## src/rtl/alu_issue_stage.sv

```systemverilog
// alu_issue_stage
//   Issue/writeback stage wrapped around an external combinational ALU.
//   Each cycle it decodes one instruction and reads a 16x32 register file,
//   forwarding the in-flight result where needed. It then drives the ALU
//   operand bus from a single Ex pipeline register. On the next edge it
//   commits the ALU Result to the register file and New_Flag to the NZCV
//   flag register. The condition code is evaluated here, so instructions
//   that fail their condition retire without side effects.
//
// Ports
//   Clk, Rst            : rising-edge clock, asynchronous active-high reset
//   In_Valid/In_Ready   : instruction handshake; In_Ready = ~Hold
//   Instr               : Cond[31:28] OpCode[27:24] S[23] I[22] Rd[21:18]
//                         Rn[17:14] Rm[13:10] / Imm[13:0]
//   Hold                : freezes Ex register, register file and flags
//   Reg1, Reg2, IV,
//   OpCode, Cond, S     : ALU operand bus (registered)
//   Flag                : current flag register {N,Z,C,V}
//   Result, New_Flag    : ALU outputs, combinational from the operand bus
//   Retire_*            : one-cycle retire pulse with destination, data and
//                         condition outcome
//   Dbg_Addr/Dbg_Data   : combinational architectural register read
//
// Handshake: an instruction transfers on a rising edge where
// In_Valid & In_Ready are both high. With In_Ready low, Instr is ignored
// and the producer must keep it stable until it is accepted.
module alu_issue_stage #(
  parameter int NREG  = 16,
  parameter int IMM_W = 14
) (
  input  logic               Clk,
  input  logic               Rst,
  input  logic               In_Valid,
  output logic               In_Ready,
  input  logic [31:0]        Instr,
  input  logic               Hold,
  output logic signed [31:0] Reg1,
  output logic signed [31:0] Reg2,
  output logic [15:0]        IV,
  output logic [3:0]         OpCode,
  output logic [3:0]         Cond,
  output logic               S,
  output logic [3:0]         Flag,
  input  logic [31:0]        Result,
  input  logic [3:0]         New_Flag,
  output logic               Retire_Valid,
  output logic [3:0]         Retire_Rd,
  output logic [31:0]        Retire_Data,
  output logic               Retire_Pass,
  input  logic [3:0]         Dbg_Addr,
  output logic [31:0]        Dbg_Data
);

  // Architectural state
  logic [31:0] rf [NREG];
  logic [3:0]  flag_q;

  // Ex pipeline register
  logic        ex_valid;
  logic [31:0] ex_reg1;
  logic [31:0] ex_reg2;
  logic [15:0] ex_iv;
  logic [3:0]  ex_op;
  logic [3:0]  ex_cond;
  logic        ex_s;
  logic [3:0]  ex_rd;

  // Decode fields
  logic [3:0]       d_cond;
  logic [3:0]       d_op;
  logic             d_s;
  logic             d_i;
  logic [3:0]       d_rd;
  logic [3:0]       d_rn;
  logic [3:0]       d_rm;
  logic [IMM_W-1:0] d_imm;

  assign d_cond = Instr[31:28];
  assign d_op   = Instr[27:24];
  assign d_s    = Instr[23];
  assign d_i    = Instr[22];
  assign d_rd   = Instr[21:18];
  assign d_rn   = Instr[17:14];
  assign d_rm   = Instr[13:10];
  assign d_imm  = Instr[IMM_W-1:0];

  // Condition check of the Ex instruction against the committed flags.
  // The predecessor has already committed its flags by the time this
  // instruction sits in Ex, so no flag forwarding is required.
  logic cond_pass;
  logic fn, fz, fc, fv;
  assign {fn, fz, fc, fv} = flag_q;

  always_comb begin
    cond_pass = 1'b0;
    case (ex_cond)
      4'h0: cond_pass = fz;
      4'h1: cond_pass = !fz;
      4'h2: cond_pass = fc;
      4'h3: cond_pass = !fc;
      4'h4: cond_pass = fn;
      4'h5: cond_pass = !fn;
      4'h6: cond_pass = fv;
      4'h7: cond_pass = !fv;
      4'h8: cond_pass = fc && !fz;
      4'h9: cond_pass = !fc || fz;
      4'hA: cond_pass = (fn == fv);
      4'hB: cond_pass = (fn != fv);
      4'hC: cond_pass = !fz && (fn == fv);
      4'hD: cond_pass = fz || (fn != fv);
      4'hE: cond_pass = 1'b1;
      default: cond_pass = 1'b0;
    endcase
  end

  // Forwarding: only a result that will actually be written is bypassed.
  logic        fwd_en;
  logic [31:0] rn_val;
  logic [31:0] rm_val;
  assign fwd_en = ex_valid && cond_pass;
  assign rn_val = (fwd_en && (ex_rd == d_rn)) ? Result : rf[d_rn];
  assign rm_val = (fwd_en && (ex_rd == d_rm)) ? Result : rf[d_rm];

  always_ff @(posedge Clk or posedge Rst) begin
    if (Rst) begin
      for (int k = 0; k < NREG; k++) rf[k] <= '0;
      flag_q       <= '0;
      ex_valid     <= 1'b0;
      ex_reg1      <= '0;
      ex_reg2      <= '0;
      ex_iv        <= '0;
      ex_op        <= '0;
      ex_cond      <= '0;
      ex_s         <= 1'b0;
      ex_rd        <= '0;
      Retire_Valid <= 1'b0;
      Retire_Rd    <= '0;
      Retire_Data  <= '0;
      Retire_Pass  <= 1'b0;
    end else if (Hold) begin
      // Everything frozen; only the retire pulse is suppressed.
      Retire_Valid <= 1'b0;
    end else begin
      // Commit the Ex instruction
      Retire_Valid <= ex_valid;
      Retire_Rd    <= ex_rd;
      Retire_Data  <= Result;
      Retire_Pass  <= ex_valid && cond_pass;
      if (ex_valid && cond_pass) begin
        rf[ex_rd] <= Result;
        if (ex_s) flag_q <= New_Flag;
      end
      // Accept the next instruction
      ex_valid <= In_Valid;
      if (In_Valid) begin
        ex_reg1 <= rn_val;
        ex_reg2 <= d_i ? 32'd0 : rm_val;
        ex_iv   <= d_i ? {{(16-IMM_W){1'b0}}, d_imm} : 16'd0;
        ex_op   <= d_op;
        ex_cond <= d_cond;
        ex_s    <= d_s;
        ex_rd   <= d_rd;
      end
    end
  end

  assign In_Ready = ~Hold;
  assign Reg1     = ex_reg1;
  assign Reg2     = ex_reg2;
  assign IV       = ex_iv;
  assign OpCode   = ex_op;
  assign Cond     = ex_cond;
  assign S        = ex_s;
  assign Flag     = flag_q;
  assign Dbg_Data = rf[Dbg_Addr];

endmodule

```

## config.mk

```make
export PLATFORM = sky130hd
export DESIGN_NAME = alu_issue_stage
export DESIGN_NICKNAME = d
export VERILOG_FILES = /design/src/rtl/alu_issue_stage.sv
export SDC_FILE = /design/constraint.sdc
export NUM_CORES = 2
export LEC_CHECK = 0
export ABC_AREA = 1
export CAP_MARGIN = 20
export CORE_MARGIN = 8
export CORE_UTILIZATION = 30
export DETAILED_ROUTE_END_ITERATION = 7
export HOLD_SLACK_MARGIN = 0.06
export PLACE_DENSITY_LB_ADDON = 0.08
export SYNTH_ARGS = -nofsm -noshare
export SYNTH_HDL_FRONTEND = slang
export SYNTH_SLANG_ARGS = --single-unit
export TNS_END_PERCENT = 100
```

## constraint.sdc

```tcl
create_clock -name Clk -period 36 [get_ports Clk]
set_input_delay 5.4 -clock Clk [delete_from_list [all_inputs] [get_ports Clk]]
set_output_delay 5.4 -clock Clk [all_outputs]
set_load 0.05 [all_outputs]
```

==> results.txt <==
In the layout the commonest cells are nand2_1 (1262), o21ai_0 (745), dfrtp_1 (645), a21oi_1 (594), o21ai_1 (512). In the post-synthesis netlist, the biggest area contributors are dfrtp_1 (42%), nand2_1 (12%), o21ai_0 (9.7%). The run gives 41140 um^2 as the area after detailed placement. In the final layout, the share of cells above drive strength 1 is 5.510%.

Subtracting the final worst setup slack from the clock period gives 14.71 ns. After clock tree synthesis, the clock-pin slew on the worst setup and hold paths is 0.06 ns. The core box area came out at 127200 um^2. The number of cells upsized or downsized after cts is 0, and the worst setup skew after layout is 0.02048 ns.

The flow ran to the end, and the final reports show no timing, DRC or antenna violations. The floorplan has 131 rows. Once detail routing completed, the nets flagged for antenna violations numbered 0. The initial antenna violation count is 13, and the cell area power density is 60.78 nW/um^2. The startpoint identified for the worst hold timing path is Reg2[1]. Relative to the synthesized area, the layout overhead comes to 14.87%. The first global-routing pass estimated 255.1 mm of wire. After synthesis the cells add up to 38300 um^2. The Yosys step of the flow raised 0 warnings.

Buffers added to address setup during post-CTS repair amount to 0. The most critical setup path has its startpoint at Dbg_Addr[1]. For this design, the sink count on the clock tree is 646. The clock passes through at most 3 buffers. The reg-to-reg startpoint was Flag[3]. Setup repair after global routing left no endpoint under its margin.

240 I/O pins were placed. The mean cell area of the mapped netlist came out at 7.160 um^2. The tightest min-delay check is of the reg -> reg type. The final standard cell count with taps included and fillers excluded was 6968.

The fraction of the cycle the final worst path needs was 40.86%; the number of buffers added to fix hold violations after cts was 0. After global routing the overflow that remains totals 0. The die covers 139300 um^2. Along the worst path, the maximum fanout reaches 63. Summing over every cut layer, the via total after detailed routing is 38200. The average vias per placed instance is 5.482. Entering global routing, the biggest net connects 251 pins. The effective utilization at floorplan is 30.11%, and the H-tree depth is 3. Counting flops and latches in the post-synthesis netlist gives 646.

The actual slew at the worst max-slew pin works out to 1.094 ns. The final non-filler cell area is 43990 um^2, and the number of port buffers is 237. In this run, the number of DRC markers left after iteration 0 of detailed routing was 4204. The worst setup path is launched from an input port.

Timing would allow up to 67.98 MHz. For this run, the leading register cell type out of synthesis is dfrtp_1. Total clock buffers created by CTS: 82. After synthesis, flip-flops and latches occupy 42.21% of the total area.

The maximum ir drop on the vdd rail is 28.17 uV, and the relative slew slack is 27.09%. Leaving out fill and tap cells, the most frequent cell in the layout is nand2_1. Detailed-routing iteration count for the pre-antenna-repair pass: 7. Max-cap violations in this run came to 0. The synthesized design contains 0 enable-type register cells.

The tools report the number of setup violations in the final report as 0. CTS placed an instance of clkbuf_16 at the clock tree root. After detailed routing, the total wire length is 174.1 mm. The number of global-route vias before repair is 35040, and the distinct cell type count after synthesis is 32.

Final count of hold timing violations: 0. In the synthesized netlist the async set-or-reset flop fraction comes to 100.0%. The HPWL after detailed placement is 101.0 mm. The biggest area contributor in the post-synthesis netlist is dfrtp_1. Data on the critical path arrives at its endpoint at 9.31 ns.

Placed instance count: 6808. Across every metal layer, demand over resource in global routing totals 24.04%. In this run the vertical extent of the chip is 373.3 um.

The residual DRC count came out at 0. The final layout contains 5306 nets. The die outline width was 373.3 um; the routability congestion estimate was 0.8193. The count of mapped cells out of synthesis was 5349. The average wire per cell in the routed design is 24.99 um, and the number of max-slew violations in the final report is 0.

Clock latency on the worst-skew pair, taken at its later pin, is 0.68 ns. The critical path start-end classification is in -> out. Adding up every negative setup slack in the final design gives 0 ns. TritonCTS built the clock tree. At the worst endpoint, the required time is 30.60 ns. The worst setup path is captured at an output port.

The area share of the leading cell type in the synthesized netlist works out to 42.21%. Summed over all cells, the static leakage comes to 0.01836 uW.
-- metrics by stage --
stage / utilization, % / power [uW] / setup slack (ns) / hold WS [ns]
finish: 34.59 / 2674 / 21.29 / 0.4768
floorplan: - / 1559 / 12.50 / 0.4588
detailed placement: 32.35 / 1800 / 21.38 / 0.4672
global route: 34.57 / 2838 / 21.26 / 0.4915
CTS: 34.57 / 2694 / 21.37 / 0.4830
global placement: 32.35 / 1795 / 21.36 / 0.4649
-- cell usage after synthesis (all sizes together) (5+ instances only) --
library cell and n:
o21ai 1257, o22ai 5, nand4 82, nor2 100, a21oi 595, o221ai 47
clkbuf 265, inv 314, o211ai 176, nand3 344, buf 239, dfrtp 646
nand2 1265
-- worst paths after layout --
path                              endpoint  cells after the start  slack, ns
max                           Dbg_Data[17]                      8      21.29
min                                Reg2[1]                      2       0.48
max reg2reg                        rf[276]                     14      32.10
min reg2reg                        Reg2[1]                      2       0.48
max in group asynchronous         ex_valid                      4      28.45
min in group asynchronous  Retire_Data[28]                      2       5.16
-- state kept, by name, summed over array words and instances, names as in the netlist --
signal and cells:
rf 512, Reg1 32, Reg2 32, Retire_Data 32, IV 14, Cond 4, Flag 4, OpCode 4
Retire_Rd 4, ex_rd 4, Retire_Pass 1, Retire_Valid 1, S 1, ex_valid 1
-- logic make-up after synthesis --
group,synth area share [%]
flip-flops,42.21
AO/OA/AOI/OAI,28.82
buffers and inverters,8.834
XOR/XNOR,0.09147
other,0.009792
AND/OR/NAND/NOR,20.04
-- per-layer routing --
layer	track usage, %	share of wire, %
met2	35.53	42
met3	3.567	7.2
met5	0	0
met4	6.238	2.4
met1	36.35	49
-- power breakdown --
part           internal (uW)  leakage [uW]  total [uW]  switching [uW]
Sequential               902       0.00864        1050             148
Combinational            243       0.00830         746             503
Clock                    526       0.00141         878             353
Total                   1670        0.0184        2670            1000
-- cell type report --
type	count	area, um^2
clock buffers	126	2566
well taps	1662	2079
multi-input cells	3882	18780
flip-flops and latches	646	16170
clock inverters	27	266.5
fillers	13700	83200
repair buffers	300	2897
diodes	7	17.52
inverters	318	1217
-- critical path: stages --
cell and delay [ns]:
clkbuf_8 0.35, buf_4 0.78, buf_4 0.74, o21ai_0 0.18, a21oi_1 0.17, o22ai_1 0.11, o21ai_0 0.51, clkdlybuf4s50_1 0.93
Power figures use the tool's default switching activity.
